## src/rtl/hazard_scoreboard_if.sv

```systemverilog
// rtl/hazard_scoreboard_if.sv - ID/EX hazard request and stall/flush response bundle for hazard_scoreboard
interface hazard_scoreboard_if #(
    parameter int REG_AW = 5,
    parameter int CNT_W  = 3
);
    logic              ID_valid;
    logic [REG_AW-1:0] ID_rs1;
    logic [REG_AW-1:0] ID_rs2;
    logic              ID_rs1_used;
    logic              ID_rs2_used;
    logic              EX_valid;
    logic              EX_reg_write;
    logic [REG_AW-1:0] EX_rd;
    logic [CNT_W-1:0]  EX_lat;
    logic              branch_taken;
    logic              MEM_jump;
    logic              stall;
    logic              flush;
    logic              busy;

    modport master (
        output ID_valid, ID_rs1, ID_rs2, ID_rs1_used, ID_rs2_used,
        output EX_valid, EX_reg_write, EX_rd, EX_lat,
        output branch_taken, MEM_jump,
        input  stall, flush, busy
    );

    modport slave (
        input  ID_valid, ID_rs1, ID_rs2, ID_rs1_used, ID_rs2_used,
        input  EX_valid, EX_reg_write, EX_rd, EX_lat,
        input  branch_taken, MEM_jump,
        output stall, flush, busy
    );
endinterface

```

## src/rtl/hazard_scoreboard.sv

```systemverilog
// rtl/hazard_scoreboard.sv - per-register countdown scoreboard driving pipeline stall and flush
// Defining HAZARD_SCOREBOARD_STATS_EN adds free-running stall_count/flush_count outputs.
module hazard_scoreboard #(
    parameter int NUM_REGS = 32,
    parameter int REG_AW   = 5,
    parameter int CNT_W    = 3
) (
    input  logic                 clk,
    input  logic                 rst_n,
    hazard_scoreboard_if.slave   hz
`ifdef HAZARD_SCOREBOARD_STATS_EN
    ,
    output logic [31:0]          stall_count,
    output logic [31:0]          flush_count
`endif
);
    localparam int NUM_IDX = 2 ** REG_AW;

    logic [CNT_W-1:0]   cnt     [1:NUM_REGS-1];
    logic [CNT_W-1:0]   cnt_nxt [1:NUM_REGS-1];
    logic [NUM_IDX-1:0] pending;
    logic [CNT_W-1:0]   lat_m1;
    logic               issue;
    logic               haz_rs1;
    logic               haz_rs2;

    assign hz.flush = hz.branch_taken | hz.MEM_jump;

    // A wrong-path instruction in EX never reaches the scoreboard.
    assign issue  = hz.EX_valid & hz.EX_reg_write & (hz.EX_rd != '0) &
                    (hz.EX_lat != '0) & ~hz.flush;
    assign lat_m1 = hz.EX_lat - CNT_W'(1);

    // Index space padded to 2^REG_AW so any source index is safe; x0 stays clear.
    always_comb begin
        pending = '0;
        for (int r = 1; r < NUM_REGS; r++) begin
            pending[r] = (cnt[r] != '0);
        end
    end

    always_comb begin
        for (int r = 1; r < NUM_REGS; r++) begin
            cnt_nxt[r] = (cnt[r] != '0) ? cnt[r] - CNT_W'(1) : '0;
            // Keep the longer of an older in-flight write and the new one (WAW).
            if (issue && (hz.EX_rd == REG_AW'(r)) && (lat_m1 > cnt_nxt[r])) begin
                cnt_nxt[r] = lat_m1;
            end
        end
    end

    always_ff @(posedge clk or negedge rst_n) begin
        if (!rst_n) begin
            for (int r = 1; r < NUM_REGS; r++) begin
                cnt[r] <= '0;
            end
        end else begin
            for (int r = 1; r < NUM_REGS; r++) begin
                cnt[r] <= cnt_nxt[r];
            end
        end
    end

    // The producer issuing this very cycle already blocks its dependent in ID.
    assign haz_rs1 = hz.ID_rs1_used & (hz.ID_rs1 != '0) &
                     (pending[hz.ID_rs1] | (issue & (hz.EX_rd == hz.ID_rs1)));
    assign haz_rs2 = hz.ID_rs2_used & (hz.ID_rs2 != '0) &
                     (pending[hz.ID_rs2] | (issue & (hz.EX_rd == hz.ID_rs2)));

    assign hz.stall = hz.ID_valid & ~hz.flush & (haz_rs1 | haz_rs2);
    assign hz.busy  = |pending;

`ifdef HAZARD_SCOREBOARD_STATS_EN
    always_ff @(posedge clk or negedge rst_n) begin
        if (!rst_n) begin
            stall_count <= '0;
            flush_count <= '0;
        end else begin
            if (hz.stall) stall_count <= stall_count + 32'd1;
            if (hz.flush) flush_count <= flush_count + 32'd1;
        end
    end
`endif
endmodule

```

## src/flat_wrapper.sv

```systemverilog
// flat-port wrapper written by rule: the top's interface ports become plain ports
module hazard_scoreboard_flat 
#(
    parameter int NUM_REGS = 32,
    parameter int REG_AW   = 5,
    parameter int CNT_W    = 3
)
  (clk, rst_n, hz_ID_valid, hz_ID_rs1, hz_ID_rs2, hz_ID_rs1_used, hz_ID_rs2_used, hz_EX_valid, hz_EX_reg_write, hz_EX_rd, hz_EX_lat, hz_branch_taken, hz_MEM_jump, hz_stall, hz_flush, hz_busy);
  hazard_scoreboard_if #(.REG_AW(REG_AW), .CNT_W(CNT_W)) hz_i ();
  input  logic clk;
  input  logic rst_n;
  input wire logic [$bits(hz_i.ID_valid)-1:0] hz_ID_valid;
  input wire logic [$bits(hz_i.ID_rs1)-1:0] hz_ID_rs1;
  input wire logic [$bits(hz_i.ID_rs2)-1:0] hz_ID_rs2;
  input wire logic [$bits(hz_i.ID_rs1_used)-1:0] hz_ID_rs1_used;
  input wire logic [$bits(hz_i.ID_rs2_used)-1:0] hz_ID_rs2_used;
  input wire logic [$bits(hz_i.EX_valid)-1:0] hz_EX_valid;
  input wire logic [$bits(hz_i.EX_reg_write)-1:0] hz_EX_reg_write;
  input wire logic [$bits(hz_i.EX_rd)-1:0] hz_EX_rd;
  input wire logic [$bits(hz_i.EX_lat)-1:0] hz_EX_lat;
  input wire logic [$bits(hz_i.branch_taken)-1:0] hz_branch_taken;
  input wire logic [$bits(hz_i.MEM_jump)-1:0] hz_MEM_jump;
  output wire logic [$bits(hz_i.stall)-1:0] hz_stall;
  output wire logic [$bits(hz_i.flush)-1:0] hz_flush;
  output wire logic [$bits(hz_i.busy)-1:0] hz_busy;
  assign hz_i.ID_valid = hz_ID_valid;
  assign hz_i.ID_rs1 = hz_ID_rs1;
  assign hz_i.ID_rs2 = hz_ID_rs2;
  assign hz_i.ID_rs1_used = hz_ID_rs1_used;
  assign hz_i.ID_rs2_used = hz_ID_rs2_used;
  assign hz_i.EX_valid = hz_EX_valid;
  assign hz_i.EX_reg_write = hz_EX_reg_write;
  assign hz_i.EX_rd = hz_EX_rd;
  assign hz_i.EX_lat = hz_EX_lat;
  assign hz_i.branch_taken = hz_branch_taken;
  assign hz_i.MEM_jump = hz_MEM_jump;
  assign hz_stall = hz_i.stall;
  assign hz_flush = hz_i.flush;
  assign hz_busy = hz_i.busy;
  hazard_scoreboard #(.NUM_REGS(NUM_REGS), .REG_AW(REG_AW), .CNT_W(CNT_W)) u_core (.clk(clk), .rst_n(rst_n), .hz(hz_i));
endmodule
```

## config.mk

```make
export PLATFORM = sky130hd
export DESIGN_NAME = hazard_scoreboard_flat
export DESIGN_NICKNAME = d
export VERILOG_FILES = /design/src/rtl/hazard_scoreboard_if.sv /design/src/rtl/hazard_scoreboard.sv /design/src/flat_wrapper.sv
export SDC_FILE = /design/constraint.sdc
export NUM_CORES = 1
export LEC_CHECK = 0
export ABC_AREA = 0
export BUFFER_PORTS_ARGS = -buffer_cell sky130_fd_sc_hd__buf_2
export CORE_UTILIZATION = 65
export CTS_BUF_LIST = sky130_fd_sc_hd__clkbuf_8
export CTS_CLUSTER_SIZE = 14
export DETAILED_ROUTE_END_ITERATION = 8
export GPL_ROUTABILITY_DRIVEN = 0
export PLACE_DENSITY_LB_ADDON = 0.3
export SLEW_MARGIN = 20
export SYNTH_ARGS = -nofsm -noshare
export SYNTH_HDL_FRONTEND = slang
export SYNTH_SLANG_ARGS = --single-unit
```

## constraint.sdc

```tcl
create_clock -name clk -period 3.26 [get_ports clk]
set_clock_uncertainty 0.1 [all_clocks]
set_input_delay 0.163 -clock clk [delete_from_list [all_inputs] [get_ports clk]]
set_output_delay 0.163 -clock clk [all_outputs]
set_load 0.05 [all_outputs]
```

==> results of run 1 <==
==> through the flow <==
step | hold WS [ns] | instance area [µm²]
2_1_floorplan | -0.233 | 7630
3_3_place_gp | 0.0941 | 7970
3_5_place_dp | 0.111 | 7970
4_1_cts | 0.241 | 8180
5_1_grt | 0.296 | 8180
6_report | 0.217 | 8180
==> worst max-delay path by stage <==
stage	startpoint	end	slack, ns
final	u_core.cnt[57]$_DFF_PN0_	hz_stall	0.38
after global placement	hz_EX_lat[1]	u_core.cnt[39]$_DFF_PN0_	0.54
after CTS	u_core.cnt[90]$_DFF_PN0_	hz_stall	0.42
after detailed placement	hz_EX_lat[1]	u_core.cnt[45]$_DFF_PN0_	0.46
after global routing	u_core.cnt[90]$_DFF_PN0_	hz_stall	0.22
after floorplan	hz_EX_lat[0]	u_core.cnt[0]$_DFF_PN0_	0.11
==> cell type report <==
class,count,area [µm²],share of cell area [%]
diodes,1,2.50,0.0306
flip-flops and latches,93,2330,28.4
repair buffers,40,245,3.00
inverters,8,30.0,0.367
well taps,143,179,2.19
multi-input cells,635,5200,63.5
clock buffers,9,124,1.51
clock inverters,5,77.6,0.948
==> timing repair <==
action | in CTS | in global routing
setup buffers | 0 | 0
hold buffers | 1 | 0
endpoints found under the hold margin | 46 | 0
==> cell usage in the layout (no fill, tap or decap), drive strengths merged, types with 38 or more instances in the layout <==
cell	count
buf	39
a21oi	38
o21ai	65
nor3	42
nor2	70
dfrtp	93
mux2i	67
ha	95
==> cells by family after synthesis <==
group | synth area share (%)
buf+inv | 1.43
simple gates | 20.5
fa+ha+maj | 15.6
mux | 15.8
xor+xnor | 1.26
flops | 30.5
compound gates | 14.9
==> routing by layer <==
layer / track usage [%] / part of all wire [%] / vias to the layer above
li1: - / - / 2933
met1: 42.7 / 43 / 3144
met2: 54.8 / 47 / 257
met3: 6.88 / 6.6 / 58
met4: 18.3 / 3.3 / 0
met5: 0 / 0 / -
==> report_power, final <==
part	switching, µW	leakage, µW	internal (µW)
registers	69.9	0.00129	1200
logic	571	0.00206	360
clock network	424	0.000101	421
==> results list, run 1 <==
- Run status: completed
- Total Power: 3050 µW
- Cell type group with the largest total delay on the critical path: simple AND/OR/NAND/NOR gates
- Setup repair after global routing left no endpoint under its margin.
- Cell count after placement: 918
* Power density over the cells: 373 nW/µm²
- The largest individual stage delay along the critical path comes from the cell nor3_1.
* Synth Net Count: 877
- Count of TritonRoute iterations in the first routing pass: 9
- The region available for standard cell placement spans 11400 µm².
- The first global-routing pass estimated 31.1 mm of wire.
* Tightest slew margin relative to the limit: 50.9%
* TritonCTS Sinks: 93
- Most instantiated library cell after synthesis: ha_1
- TritonCTS built the clock tree.
- Yosys synthesis warning count: 0
- The worst setup path is of the flip-flop to primary output kind.
- Number of synthesized register bits: 93
- The register with the most flip-flops in the layout has 93 of them.
* Post-layout nets: 909
- The signal on the critical path passes through nor3_1 -> mux4_2 -> inv_1 -> o22ai_1 -> a221o_1 -> o2111ai_1 -> buf_2.
- Required time of the critical path: 3.00 ns
* Cell depth of the worst setup path: 7
* Instance count of the mapped netlist: 755
- P&R area growth vs syn: 7.30%
- Number of vias per cell: 6.84
- Ranked by instance count, the synthesized netlist is headed by ha_1, dfrtp_1, mux2i_1, o21ai_0, nor3_1.
* Post-detailed-route wirelength per cell: 21.0 µm
* Fmax: 348 MHz
- Type of origin of the critical path: flip-flop
- Static leakage power: 0.00345 µW
* FFs w/ async S/R, synth: 100%
- Number of buffers inserted during clock tree synthesis: 9
- The startpoint identified for the worst register-to-register timing path is u_core.cnt[70]$_DFF_PN0_.
- Later-pin clock latency in the skew report: 0.39 ns
- The tightest min-delay check is of the input port to asynchronous set/reset pin type.
* Top_reg_cell synth: dfrtp_1
- By area the synthesized netlist is led by dfrtp_1, ha_1, mux2i_1.
- Std cell rows: 39
* Time the worst path needs with I/O delays and setup: 2.88 ns
* Vias in the first global route: 6390
* Initial antenna violation count: 1
* Total die area: 12200 µm²
* Half-perimeter wire length of the detailed placement result: 14.3 mm
* Pin count of the biggest net entering global routing: 49
* Library cell with the largest summed area after synthesis: dfrtp_1
- Largest fanout on the critical path: 5
* Total track usage: 34.0%
- Number of nets with antenna violations after routing: 0
* Top-level port count: 30
- Sequential element share of the synthesized area: 30.5%
- STA classifies the critical path endpoint as a primary output.
- Buffers added on ports: 29
* Vert. Die Dim: 110 µm
- Final Setup Violations: 0
- After detailed routing, the number of remaining DRC violations is 0.
* Post-route setup slack: 0.383 ns
- In the finished design, the share of the clock period the worst path needs comes to 88.3%.
* R2R depth: 8
- The register with the most flip-flops in the final layout is u_core.cnt.
- Largest stage delay, worst path: 0.60 ns
- Final Max Slew Viols: 0
- Max Cap Violations: 0
- Routed Wire Length: 19.6 mm
* Initial cell density of the core: 66.8%
* Largest voltage drop on the vdd net: 0.000279 V
- The hold violation count in the final report is 0.
* Worst endpoint data arrival time: 2.61 ns
- Filler-free cell count of the finished design: 934
- Synthesized area per cell: 10.1 µm²
- Sum of negative setup slack: 0 ns
- The tree is rooted in a clkbuf_8.
- The filler cells instantiated in the layout total 836.
* Reg2reg setup slack: 0.76 ns
* Overall overflow remaining after global route: 0
* Iteration-0 DRC Markers: 482
* Number of instances resized during post-cts repair: 0
- Largest registers: u_core.cnt: 93 flops
* Total via count after detailed routing: 6392
- Counting both buffers and inverters, the worst setup path holds a total of 2.
- After synthesis the cells add up to 7630 µm².
- Cells with a size suffix above 1 make up 16.7% of the layout.
- Measured on the finished design, the core utilization comes to 71.7%.
- Clock transition at the registers of the reported paths: 0.09 ns
- Overall die width: 110 µm
* H-tree depth: 3
* Post-synth EDFFs: 0
- The top cell type by area accounts for 30.5% of the synthesized area.
* Worst-case setup slack after placement: 0.461 ns
* Worst Max-Slew Pin Slew: 0.731 ns
* Maximum number of buffers from clock root to sink: 2
* Worst flop-to-flop path endpoint: u_core.cnt[69]$_DFF_PN0_
- Number of distinct library cells after synthesis: 42
Power figures use the tool's default switching activity.
==> run 2: changes to the inputs <==
--- a/config.mk
+++ b/config.mk
@@ -7,6 +7,7 @@
 export LEC_CHECK = 0
 export ABC_AREA = 0
 export BUFFER_PORTS_ARGS = -buffer_cell sky130_fd_sc_hd__buf_2
+export CORE_MARGIN = 4
 export CORE_UTILIZATION = 65
 export CTS_BUF_LIST = sky130_fd_sc_hd__clkbuf_8
 export CTS_CLUSTER_SIZE = 14
==> run 2 against run 1 <==
Compared with the run above:
- register-to-register slack about the same
- final cell count up 0.32%
- sequential share of layout area about the same
- worst setup slack better by 0.033 ns
- critical endpoint unchanged
- count of clock-buffer cells in the layout unchanged
- clock power up 1%
- via count down 0.69%
- critical path type unchanged
- final area up 0.17%
==> results list, run 2 (synthesized netlist as in run 1, its figures left out) <==
- The initial cell density of the core came to 66.5% (-0.28 points).
- The area enclosed by the die boundary came to 13500 µm² (+11%).
- The initial detailed-routing violation count was 542 (+12%).
* TritonCTS Sinks: 93 (unchanged)
- Wire length of the first global-routing pass: 31.0 mm (-0.20%)
- The via count of the first global-routing pass is 6471 (+1.3%).
- Tightest slew margin relative to the limit: 39.8% (-11 points)
- Clock transition at the registers of the reported paths: 0.10 ns (about the same)
- The worst-case clock buffer depth came to 2 (unchanged).
- Total track usage: 29.5% (-4.4 points)
- The number of antenna violations at the first check in global routing was 0 (-1).
- The worst setup path is of the flip-flop to primary output kind.
* Count of TritonRoute iterations in the first routing pass: 5 (-4)
- The layout filler cell count is 794 (-5.0%).
- The average via count per standard cell was 6.77 (-1.0%).
- Largest fanout on the critical path: 5 (unchanged)
- Half-perimeter wire length of the detailed placement result: 13.9 mm (-2.2%)
* Later-pin clock latency in the skew report: 0.40 ns (about the same)
- Filler-free cell count of the finished design: 937 (+0.32%)
* Post-layout nets: 911 (+0.22%)
- The arrival time reported for the critical path endpoint came to 2.58 ns (-0.03 ns).
- Area of the core: 11500 µm² (+0.43%)
- Final Max Slew Viols: 0 (unchanged)
- The tree is rooted in a clkbuf_8.
- Number of flip-flops under the largest register name: 93 (unchanged)
- DR DRC count: 0 (unchanged)
- Routed Wire Length: 19.1 mm (-2.8%)
- The placement-stage worst setup slack was 0.605 ns (+0.144 ns).
- The number of hold buffers added after cts came to 1 (unchanged).
- The worst ir drop on vdd was 0.000264 V (-5.1%).
* Core occupancy in the finished layout: 71.5% (-0.18 points)
- The power per unit of standard cell area came to 373 nW/µm² (about the same).
* Pin count of the biggest net entering global routing: 70 (+43%)
- The final critical-path setup slack was 0.416 ns (+0.0333 ns).
- Number of instances resized during post-cts repair: 0 (unchanged)
* P&R area growth vs syn: 7.48%
* Worst-case hold slack: 0.338 ns (+0.121 ns)
- Max Cap Violations: 0 (unchanged)
- Reg with most FFs: u_core.cnt
* Overall overflow remaining after global route: 0 (unchanged)
- Type of origin of the critical path: flip-flop
- H-tree depth: 3 (unchanged)
* Top-level port count: 30 (unchanged)
- The count of nets left with antenna violations after detail routing was 0 (unchanged).
- Leaving out fill and tap cells, the most frequent cell in the layout is ha_1.
- The worst hold path belongs to the class input port to asynchronous set/reset pin.
- The post-detailed-route wirelength per cell was 20.4 µm (-3.2%).
- Ratio of cells with drive above 1 in the final layout: 17.0% (+0.29 points)
- The highest clock frequency the design can meet came to 352 MHz (+1.2%).
- The floorplan die width is 116 µm (+5.4%).
- Post-route clock period utilization: 87.2% (-1.0 points)
- The slew of the pin with the lowest slew margin is 0.903 ns (+0.172 ns).
* Setup Buffers After CTS: 0 (unchanged)
* Final Setup Violations: 0 (unchanged)
- Required time of the critical path: 3.00 ns (about the same)
- Hold Violations, Final: 0 (unchanged)
- The cell row count is 39 (unchanged).
* Vert. Die Dim: 116 µm (+5.4%)
- Total via count after detailed routing: 6348 (-0.69%)
- The CTS buffer count came to 9 (unchanged).
* Cell count after placement: 920 (+0.22%)
* RSZ-0062 raised after global routing: false
- The run finished with clean final reports.
- The number of I/O port buffers is 29 (unchanged).
* Sum of negative setup slack: 0 ns (unchanged)
- Commonest non-fill, non-tap cells in the layout: ha_1, dfrtp_1, mux2i_1
- Largest registers: u_core.cnt: 93 flops
- TritonCTS built the clock tree.
- The total inserted antenna cells came to 0 (-1).
- Static leakage power: 0.00346 µW (+0.18%)
- The shortest period the worst path allows is 2.84 ns (-0.0333 ns).
- Category of the worst setup path capture point: primary output
## run 2: stage by stage
step	instance area (µm²)	total power, µW
after floorplan	7630	1910
after global placement	7970	2140
after detailed placement	7970	2210
after CTS	8200	3060
after global routing	8200	3210
final	8200	3060
## run 2: final timing paths
kind,slack [ns],cells after the start,start,endpoint
worst max-delay path,0.42,7,u_core.cnt[48]$_DFF_PN0_,hz_stall
worst min-delay path,0.34,2,rst_n,u_core.cnt[73]$_DFF_PN0_
worst max register to register,0.76,7,u_core.cnt[27]$_DFF_PN0_,u_core.cnt[27]$_DFF_PN0_
worst min register to register,0.53,2,u_core.cnt[86]$_DFF_PN0_,u_core.cnt[86]$_DFF_PN0_
max in group asynchronous,1.99,3,rst_n,u_core.cnt[58]$_DFF_PN0_
min in group clk,0.36,4,hz_EX_lat[0],u_core.cnt[15]$_DFF_PN0_
## run 2: per-layer routing
metal / share of wire (%) / GRT usage [%] / wire, µm / vias to the layer above
met5: 0 / 0 / 0 / -
met3: 7.0 / 4.97 / 1350 / 56
met1: 42 / 38.0 / 8050 / 3115
met2: 47 / 48.6 / 9020 / 232
met4: 3.5 / 13.9 / 665 / 0
li1: - / - / - / 2945
## run 2: critical path: stages (launching register included)
cell and delay (ns):
dfrtp_1 0.43, nor3_1 0.47, nor2_1 0.11, o31ai_1 0.28, o2111ai_1 0.17, a211oi_1 0.26
o2111ai_1 0.21, buf_2 0.27
## run 2: layout make-up
class	count	area, µm²	area share (%)
multi-input combinational	635	5200	63.4
clock buffer	9	124	1.51
clock inverter	7	91.3	1.11
inverter	8	30.0	0.366
sequential	93	2330	28.4
tap	143	179	2.18
timing repair buffer	42	248	3.02
## run 2: report_power, final
part           leakage [µW]  switching, µW  internal, µW  total (µW)
Combinational       0.00206            567           359         925
Sequential          0.00129           68.9          1200        1270
Clock              0.000103            429           427         857
Total               0.00346           1060          1990        3060
==> run 3: changes to the inputs <==
--- a/config.mk
+++ b/config.mk
@@ -6,13 +6,14 @@
 export NUM_CORES = 1
 export LEC_CHECK = 0
 export ABC_AREA = 0
-export BUFFER_PORTS_ARGS = -buffer_cell sky130_fd_sc_hd__buf_2
 export CORE_MARGIN = 4
 export CORE_UTILIZATION = 65
 export CTS_BUF_LIST = sky130_fd_sc_hd__clkbuf_8
 export CTS_CLUSTER_SIZE = 14
 export DETAILED_ROUTE_END_ITERATION = 8
+export DONT_BUFFER_PORTS = 1
 export GPL_ROUTABILITY_DRIVEN = 0
+export MAX_ROUTING_LAYER = met4
 export PLACE_DENSITY_LB_ADDON = 0.3
 export SLEW_MARGIN = 20
 export SYNTH_ARGS = -nofsm -noshare
==> run 3 against run 2 <==
Compared with the run above:
- global-route usage increased by 1.2 points
- combinational power down 7.1%
- hold slack lost 0.28 ns
- register-to-register slack better by 0.07 ns
- critical path type unchanged
- critical endpoint unchanged
- highest routed layer unchanged
==> results list, run 3 (synthesized netlist as in run 1, its figures left out) <==
* Run status: completed
- The placeable core region was 11500 µm² (unchanged).
- Placed cell area: 7800 µm² (-2.1%)
- Filler-free cell count of the finished design: 904 (-3.5%)
- Wire length of the first global-routing pass: 31.3 mm (+0.87%)
- R2R depth: 7 (unchanged)
* Number of vias per cell: 6.89 (+1.7%)
- Overall die width: 116 µm (unchanged)
* Critical path buffer and inverter count: 1 (unchanged)
- The cell row count is 39 (unchanged).
- Setup repair after global routing left no endpoint under its margin.
- Buffers added on ports: 0 (-100%)
- The count of nets left with antenna violations after detail routing is 0 (unchanged).
- The slew of the pin with the lowest slew margin is 0.685 ns (-0.219 ns).
- The worst hold path belongs to the class input port to flip-flop.
* Fillers: 811 (+2.1%)
* Cell count after placement: 888 (-3.5%)
* Maximum number of buffers from clock root to sink: 2 (unchanged)
* Total inserted antenna cells: 0 (unchanged)
- Iteration-0 DRC Markers: 503 (-7.2%)
* Largest voltage drop on the vdd net: 0.000261 V (-1.2%)
- The most numerous cell type found on the critical path is o2111ai_1.
- Clock transition at the registers of the reported paths: 0.09 ns (about the same)
* Time the worst path needs with I/O delays and setup: 2.87 ns (+0.0237 ns)
- The critical path starts at u_core.cnt[61]$_DFF_PN0_.
- The initial cell density of the core was 66.5% (unchanged).
- The share of the clock period used by the worst path is 88.0% (+0.73 points).
* H-tree depth: 3 (unchanged)
- The top cell types in the final layout, fill and taps aside, are ha_1, dfrtp_1, mux2i_1.
- TritonCTS built the clock tree.
* Vias in the first global route: 6330 (-2.2%)
- Reg with most FFs: u_core.cnt
- Walking the worst path, the cells encountered are nor3_1 -> nor2_1 -> o31ai_1 -> o2111ai_1 -> a211oi_1 -> o2111ai_1 -> buf_4.
* Critical R2R Launch: u_core.cnt[69]$_DFF_PN0_
- DR DRC count: 0 (unchanged)
- Count of TritonRoute iterations in the first routing pass: 5 (unchanged)
- The total overflow reported by the global router is 0 (unchanged).
- Fmax: 349 MHz (-0.82%)
- Number of instances resized during post-cts repair: 0 (unchanged)
* Pin count of the biggest net entering global routing: 94 (+34%)
- Half-perimeter wire length of the detailed placement result: 13.8 mm (-0.75%)
- Largest registers: u_core.cnt: 93 flops
* Cell depth of the worst setup path: 7 (unchanged)
- The number of nets in the layout is 880 (-3.4%).
* Static leakage power: 0.00334 µW (-3.4%)
* Power density over the cells: 362 nW/µm² (-2.9%)
- Broken down by cell family, the worst path's largest delay share belongs to compound AO/OA/AOI/OAI gates.
- Tightest slew margin relative to the limit: 54.0% (+14 points)
* Max Cap Violations: 0 (unchanged)
- P&R area growth vs syn: 5.15%
- Leaving out fill and tap cells, the most frequent cell in the layout is ha_1.
- The total of endpoints with negative setup slack in the final report came to 0 (unchanged).
- Largest fanout on the critical path: 4 (-1)
- The hold violation count in the final report is 0 (unchanged).
- The endpoint identified for the worst register-to-register timing path is u_core.cnt[69]$_DFF_PN0_.
- Total Power: 2900 µW (-5.0%)
- Counting instances, the worst hold path has a depth of 3.
- Master of the slowest instance on the critical path: nor3_1
- The final max-slew violation count came to 0 (unchanged).
- The TritonCTS sink count is 93 (unchanged).
* Later-pin clock latency in the skew report: 0.39 ns (about the same)
- Total track usage: 30.8% (+1.2 points)
* Sum of negative setup slack: 0 ns (unchanged)
* Routed Wire Length: 19.4 mm (+1.7%)
- Worst endpoint data arrival time: 2.60 ns (+0.02 ns)
- The worst setup path is captured at a primary output.
* Worst setup path endpoint: hz_stall
- The setup path with the least slack is of type flip-flop to primary output.
- The detailed-route via count is 6226 (-1.9%).
- Clock tree synthesis selected as its root buffer the cell clkbuf_8.
* Number of buffers inserted during clock tree synthesis: 9 (unchanged)
* Finished layout cell area: 8020 µm² (-2.2%)
- The minimum setup slack among reg-to-reg paths is 0.83 ns (+0.07 ns).
* Largest stage delay, worst path: 0.54 ns (+0.07 ns)
* Required time of the critical path: 3.00 ns (about the same)
- Initial antenna violation count: 0 (unchanged)
- The height of the die was 116 µm (unchanged).
- The ratio of cells with drive above 1 in the final layout was 13.3% (-3.7 points).
* Type of origin of the critical path: flip-flop
* Top-level port count: 30 (unchanged)
- The number of flip-flops under the largest register name is 93 (unchanged).
- Total die area: 13500 µm² (unchanged)
* Post-detailed-route wirelength per cell: 21.5 µm (+5.4%)
## run 3: metrics by stage
| stage | worst slack [ns] | utilization (%) | hold slack, ns |
|---|---|---|---|
| finish | 0.392 | 69.9 | 0.0548 |
| global route | 0.250 | 69.9 | 0.0455 |
| CTS | 0.442 | 69.9 | 0.0440 |
| detailed placement | 0.521 | 68.0 | -0.229 |
| global placement | 0.689 | 68.0 | -0.229 |
| floorplan | 0.112 | - | -0.233 |
## run 3: how the worst min path moves through the flow
stage | startpoint | end | slack (ns)
finish | hz_EX_rd[4] | u_core.cnt[83]$_DFF_PN0_ | 0.05
global route | hz_EX_rd[4] | u_core.cnt[59]$_DFF_PN0_ | 0.05
CTS | hz_EX_rd[4] | u_core.cnt[83]$_DFF_PN0_ | 0.04
detailed placement | rst_n | u_core.cnt[78]$_DFF_PN0_ | -0.23
global placement | rst_n | u_core.cnt[78]$_DFF_PN0_ | -0.23
floorplan | rst_n | u_core.cnt[0]$_DFF_PN0_ | -0.23
## run 3: final cells by class
type	count	area (µm²)	share of cell area [%]
clock buffers	10	138	1.72
clock inverters	4	42.5	0.530
inverters	8	30.0	0.374
multi-input cells	635	5200	64.8
flip-flops and latches	93	2330	29.0
well taps	143	179	2.23
repair buffers	11	105	1.31
## run 3: what timing repair did
item / 4_1_cts / 5_1_grt
hold buffers: 2 / 0
hold endpoints to repair: 93 / 0
setup buffers: 0 / 0
## run 3: worst reg2reg max path: stages, from the launching register on
cell     delay [ns]
dfrtp_1        0.43
nor3_1         0.54
nor2_1         0.12
ha_1           0.30
a31oi_1        0.15
o21ai_0        0.18
nor2_4         0.16
mux2_2         0.35
## run 3: power breakdown
part	internal [µW]	switching [µW]
registers	1200	69.1
logic	336	523
clock network	361	408
total	1900	1000
## run 3: per-layer routing
layer	share of wire, %	global-route usage [%]	up-vias
met4	2.6	12.4	0
met3	7.7	7.10	61
met2	48	48.7	231
li1	-	-	2878
met1	42	38.2	3056
met5	0	-	-
